**src/rtl/scan_arbiter.sv**
```systemverilog
// scan_arbiter: shares one single-port scan RAM between the video readout,
// a host port and a fill-sweep (clear) engine. Fixed priority
// video > host > clear. The granted access is registered onto the RAM bus
// one cycle after the grant decision.
module scan_arbiter #(
   parameter int                ADDR_W   = 17,
   parameter int                DATA_W   = 8,
   parameter logic [ADDR_W-1:0] CLR_LAST = 17'h1FFFF
) (
   input  logic              clk25m,
   input  logic              reset,
   input  logic              v_req,
   input  logic [ADDR_W-1:0] v_addr,
   output logic              v_valid,
   input  logic              h_req,
   input  logic              h_we,
   input  logic [ADDR_W-1:0] h_addr,
   input  logic [DATA_W-1:0] h_wdata,
   output logic              h_ack,
   output logic              h_rvalid,
   input  logic              clr_start,
   input  logic [DATA_W-1:0] clr_value,
   output logic              clr_busy,
   output logic              clr_done,
   output logic [ADDR_W-1:0] ram_addr,
   output logic [DATA_W-1:0] ram_wdata,
   output logic              ram_we,
   output logic              ram_re,
   input  logic [DATA_W-1:0] ram_rdata
);

   typedef enum logic [1:0] {
      ST_IDLE  = 2'd0,
      ST_CLEAR = 2'd1,
      ST_DONE  = 2'd2
   } clr_state_t;

   localparam logic [ADDR_W-1:0] ADDR_ONE = {{(ADDR_W-1){1'b0}}, 1'b1};

   // RAM bus and response strobes
   logic [ADDR_W-1:0] ram_addr_q;
   logic [DATA_W-1:0] ram_wdata_q;
   logic              ram_we_q;
   logic              ram_re_q;
   logic              rd_vid_q;
   logic              rd_host_q;
   logic              v_valid_q;
   logic              h_ack_q;
   logic              h_rvalid_q;
   logic              host_lock_q;

   // Clear engine
   clr_state_t        clr_state_q;
   logic [ADDR_W-1:0] clr_cnt_q;
   logic [DATA_W-1:0] clr_fill_q;
   logic              clr_busy_q;
   logic              clr_done_q;

   // Grant decision for the current cycle
   logic host_elig;
   logic gnt_v;
   logic gnt_h;
   logic gnt_c;

   // Read data flows straight from the RAM to its consumers; the arbiter only
   // times its validity, so the bus is intentionally not consumed here.
   logic unused_rdata;
   assign unused_rdata = ^ram_rdata;

   // A host request is issued once per assertion of h_req: after its grant
   // the port stays locked (covering the h_ack cycle) until h_req is released.
   assign host_elig = h_req && !host_lock_q;
   assign gnt_v     = v_req;
   assign gnt_h     = !v_req && host_elig;
   assign gnt_c     = !v_req && !host_elig && (clr_state_q == ST_CLEAR);

   // Register the granted access onto the RAM bus and time the response strobes
   always_ff @(posedge clk25m) begin
      if (reset) begin
         ram_addr_q  <= '0;
         ram_wdata_q <= '0;
         ram_we_q    <= 1'b0;
         ram_re_q    <= 1'b0;
         rd_vid_q    <= 1'b0;
         rd_host_q   <= 1'b0;
         v_valid_q   <= 1'b0;
         h_ack_q     <= 1'b0;
         h_rvalid_q  <= 1'b0;
         host_lock_q <= 1'b0;
      end else begin
         ram_we_q   <= 1'b0;
         ram_re_q   <= 1'b0;
         h_ack_q    <= gnt_h;
         rd_vid_q   <= gnt_v;
         rd_host_q  <= gnt_h && !h_we;
         v_valid_q  <= rd_vid_q;
         h_rvalid_q <= rd_host_q;

         if (gnt_v) begin
            ram_re_q   <= 1'b1;
            ram_addr_q <= v_addr;
         end else if (gnt_h) begin
            ram_re_q   <= !h_we;
            ram_we_q   <= h_we;
            ram_addr_q <= h_addr;
            if (h_we) begin
               ram_wdata_q <= h_wdata;
            end
         end else if (gnt_c) begin
            ram_we_q    <= 1'b1;
            ram_addr_q  <= clr_cnt_q;
            ram_wdata_q <= clr_fill_q;
         end

         if (gnt_h) begin
            host_lock_q <= 1'b1;
         end else if (!h_req) begin
            host_lock_q <= 1'b0;
         end
      end
   end

   // Clear sweep FSM: counter only advances on cycles the sweep actually owns the RAM
   always_ff @(posedge clk25m) begin
      if (reset) begin
         clr_state_q <= ST_IDLE;
         clr_cnt_q   <= '0;
         clr_fill_q  <= '0;
         clr_busy_q  <= 1'b0;
         clr_done_q  <= 1'b0;
      end else begin
         clr_done_q <= 1'b0;
         case (clr_state_q)
            ST_IDLE: begin
               if (clr_start) begin
                  clr_state_q <= ST_CLEAR;
                  clr_cnt_q   <= '0;
                  clr_fill_q  <= clr_value;
                  clr_busy_q  <= 1'b1;
               end
            end
            ST_CLEAR: begin
               if (gnt_c) begin
                  if (clr_cnt_q == CLR_LAST) begin
                     clr_state_q <= ST_DONE;
                     clr_busy_q  <= 1'b0;
                  end else begin
                     clr_cnt_q <= clr_cnt_q + ADDR_ONE;
                  end
               end
            end
            ST_DONE: begin
               clr_done_q  <= 1'b1;
               clr_state_q <= ST_IDLE;
            end
            default: begin
               clr_state_q <= ST_IDLE;
               clr_busy_q  <= 1'b0;
            end
         endcase
      end
   end

   assign ram_addr  = ram_addr_q;
   assign ram_wdata = ram_wdata_q;
   assign ram_we    = ram_we_q;
   assign ram_re    = ram_re_q;
   assign v_valid   = v_valid_q;
   assign h_ack     = h_ack_q;
   assign h_rvalid  = h_rvalid_q;
   assign clr_busy  = clr_busy_q;
   assign clr_done  = clr_done_q;

endmodule

```
**config.mk**
```make
export PLATFORM = sky130hd
export DESIGN_NAME = scan_arbiter
export DESIGN_NICKNAME = d
export VERILOG_FILES = /design/src/rtl/scan_arbiter.sv
export SDC_FILE = /design/constraint.sdc
export NUM_CORES = 1
export LEC_CHECK = 0
export ABC_AREA = 0
export BUFFER_PORTS_ARGS = -buffer_cell sky130_fd_sc_hd__buf_2
export CAP_MARGIN = 30
export CORE_MARGIN = 2
export CORE_UTILIZATION = 45
export DETAILED_ROUTE_END_ITERATION = 16
export MAX_ROUTING_LAYER = met4
export PLACE_DENSITY = 0.75
export SLEW_MARGIN = 20
export SYNTH_ARGS = -nofsm -noshare
export SYNTH_HDL_FRONTEND = slang
export SYNTH_SLANG_ARGS = --single-unit
export TNS_END_PERCENT = 50
```
**constraint.sdc**
```tcl
create_clock -name clk25m -period 2.4 [get_ports clk25m]
set_input_delay 0.36 -clock clk25m [delete_from_list [all_inputs] [get_ports clk25m]]
set_output_delay 0.36 -clock clk25m [all_outputs]
set_load 0.1 [all_outputs]
```
==> summary.md <==
| Metric | Value |
|---|---|
| Core Util, Final | `0.5714` |
| Internal power | `0.001663 W` |
| Cell area after synthesis | `2863 um2` |
| IO Port Bufs | `87` |
| CTS Hold Bufs | `0` |
| Clock group share of total power | `0.352` |
| Clock transition at the registers of the reported paths | `70 ps` |
| Final Slew Violations | `0` |
| WP buf/inv | `0` |
| CP top delay family | `compound AO/OA/AOI/OAI gates` |
| Post-synthesis sequential area ratio | `0.4336` |
| H-tree lvl count | `3` |
| Gr ovfl total | `0` |
| Core footprint | `6241 um2` |
| Most used flip-flop cell after synthesis | `dfxtp_1` |
| Unique masters post-synth | `41` |
| Residual DRC | `0` |
| First-pass GRT wire length | `11.67 mm` |
| Power Density | `686.3 nW/um2` |
| Detail Route Antenna Nets | `0` |
| Crit path cell chain | `ha_1, nand4_1, nor3_1, ha_1, o41a_4, or4_1, a21oi_1` |
| CTS tree | `done` |
| Height of the chip | `83.76 um` |
| YS warnings | `0` |
| Vias in the first global route | `2460` |
| Skew-Pair Late Insertion Delay | `340 ps` |
| Die width | `83.76 um` |
| Setup Skew | `4.444 ps` |
| Fillers | `605` |
| Min-delay worst type | `input pin to register` |
| Die ar. | `7016 um2` |
| GRT Util Overall | `0.2114` |
| Post-CTS Setup Bufs | `0` |
| Cell repeated most along the worst path | `ha_1` |
| CTS Sinks | `62` |
| Multi-input gate area | `1501 um2` |
| Final setup viols | `0` |
| Post-CTS sizing | `0` |
| TritonCTS buffer count | `9` |
| Initial antenna violation count | `0` |
| Syn avg cell area | `9.031 um2` |
| Tot Pwr | `0.002447 W` |
| Site row count | `29` |
| Drt total wl | `6.975 mm` |
| Io pins | `96` |
| Pleak | `1.538 nW` |
| Max Fanout on Critical Path | `17` |
| Detail Placement HPWL | `5.028 mm` |
| Post-route setup slack | `168.6 ps` |
| Largest net degree at the start of global routing | `56` |
| Final net count | `469` |
| Final period utilization | `0.9297` |
| Starting Density | `0.4587` |
| RSZ-0062 raised after global routing | `no` |
| Clk root buf | `clkbuf_8` |
| Fin crit period | `2231 ps` |
| Share of flip-flops with an asynchronous set or reset | `0` |
| Post-synth EDFFs | `0` |
| Mapped Cells | `317` |
| Largest stage delay, worst path | `560 ps` |
| Layout area overhead | `24.56%` |
| Setup Crit Path Kind | `register to register` |
| Via Count | `2635` |
| Sequential share of power | `0.448` |
| Worst-Margin Slew | `582.0 ps` |
| Ant diodes | `0` |
| Most frequent cells in the layout | `buf_2, dfxtp_1, mux2i_1, o21ai_0, nand2_1` |
| VDD IR max | `0.4279 mV` |
| Worst path slowest cell | `o41a_4` |
| Psw | `0.0007837 W` |
| Share of layout cells above drive strength 1 | `0.2966` |
| Outcome | `completed` |
| Fmax | `448.2 MHz` |
| Most common cell after layout, fill and taps aside | `buf_2` |
| Hold slack | `213.9 ps` |
| Endpoints failing hold | `0` |
| Syn nets | `383` |
| Register bit total from synthesis | `62` |
| Sum Neg Setup Slack | `0 ps` |
| Drt pass-1 iters | `4` |
| Setup WS pre-CTS | `167.3 ps` |
| WP data required | `2680 ps` |
| DRT iter0 DRCs | `170` |
| Slew headroom | `0.6120` |
| Max_cap viols | `0` |
| Worst Setup End Kind | `register` |
| Vias per inst | `5.433` |
| Reg area | `1241 um2` |
| WP data arrival | `2510 ps` |
| Logic gate share of total power | `0.199` |
| WL per Instance | `14.38 um` |
| Sw Ratio | `0.3203` |
| GP Congestion | `0.8250` |
| Type of origin of the critical path | `register` |
| Clock buffer depth | `2` |
path summary, 6_finish.rpt:
kind	from	endpoint	slack [ps]	depth (start not counted)
max	clr_cnt_q[0]$_SDFFE_PP0P_	clr_cnt_q[14]$_SDFFE_PP0P_	170	7
min	h_we	rd_host_q$_SDFF_PP0_	210	2
max reg2reg	clr_cnt_q[0]$_SDFFE_PP0P_	clr_cnt_q[14]$_SDFFE_PP0P_	170	7
min reg2reg	rd_host_q$_SDFF_PP0_	h_rvalid$_SDFF_PP0_	440	1
through the flow:
| step | cells | cell area, um2 |
|---|---|---|
| 2_1_floorplan | 317 | 2863 |
| 3_3_place_gp | 469 | 3377 |
| 3_5_place_dp | 469 | 3377 |
| 4_1_cts | 485 | 3563 |
| 5_1_grt | 485 | 3566 |
| 6_report | 485 | 3566 |
per-layer routing:
layer	part of all wire	wire length, um	GRT usage
met2	0.46	3233	0.3142
met4	0.016	110	0.09238
met5	0	0	-
met1	0.47	3306	0.2870
met3	0.046	324	0.03165
state kept, by name (all words and copies together) (netlist names), 2 cells and up:
signal	count
clr_cnt_q	17
ram_addr	17
clr_fill_q	8
ram_wdata	8
clr_state_q	2
cell usage after synthesis, types with 2 or more instances:
cell      count  area, um2
nand3_1       8      40.04
nor2_1       15      56.30
mux2i_1      35      350.3
nor4_1        3      18.77
a31oi_1       2      12.51
buf_4         2      15.01
ha_1          2      25.02
nand2_1      26      97.59
a21oi_1      24      120.1
dfxtp_1      62       1241
nand4_1       4      25.02
and4_1        2      17.52
nor2b_1       6      37.54
inv_1         4      15.01
clkbuf_1     13      48.80
buf_2         8      40.04
nor3b_1       3      22.52
a22o_1       17      148.9
o21ai_0      32      160.2
or4_1         6      45.04
nor3_1        5      25.02
o31ai_1       5      37.54
or3_1        15      93.84
area by class of cell:
type	instances	share of cell area
clock buffers	13	0.04737
clock inverters	3	0.004912
inverters	4	0.004211
multi-input cells	227	0.4211
flip-flops and latches	62	0.3481
well taps	77	0.02702
repair buffers	99	0.1474
power by group through the flow:
stage | clock network, W | registers (W) | logic, W
2_1_floorplan | 0 | 0.00132 | 0.000173
3_3_place_gp | 0 | 0.00112 | 0.000482
3_5_place_dp | 0 | 0.00112 | 0.000488
4_1_cts | 0.000871 | 0.00110 | 0.000490
5_1_grt | 0.000909 | 0.00110 | 0.000520
6_report | 0.000862 | 0.00110 | 0.000488
cells by family after synthesis:
logic type,count (synthesis),share of synthesized area
mux,35,0.1224
compound gates,88,0.1954
simple gates,102,0.1945
buf+inv,28,0.04545
flops,62,0.4336
fa+ha+maj,2,0.008740
No activity file was read; power rests on OpenSTA's default activity.
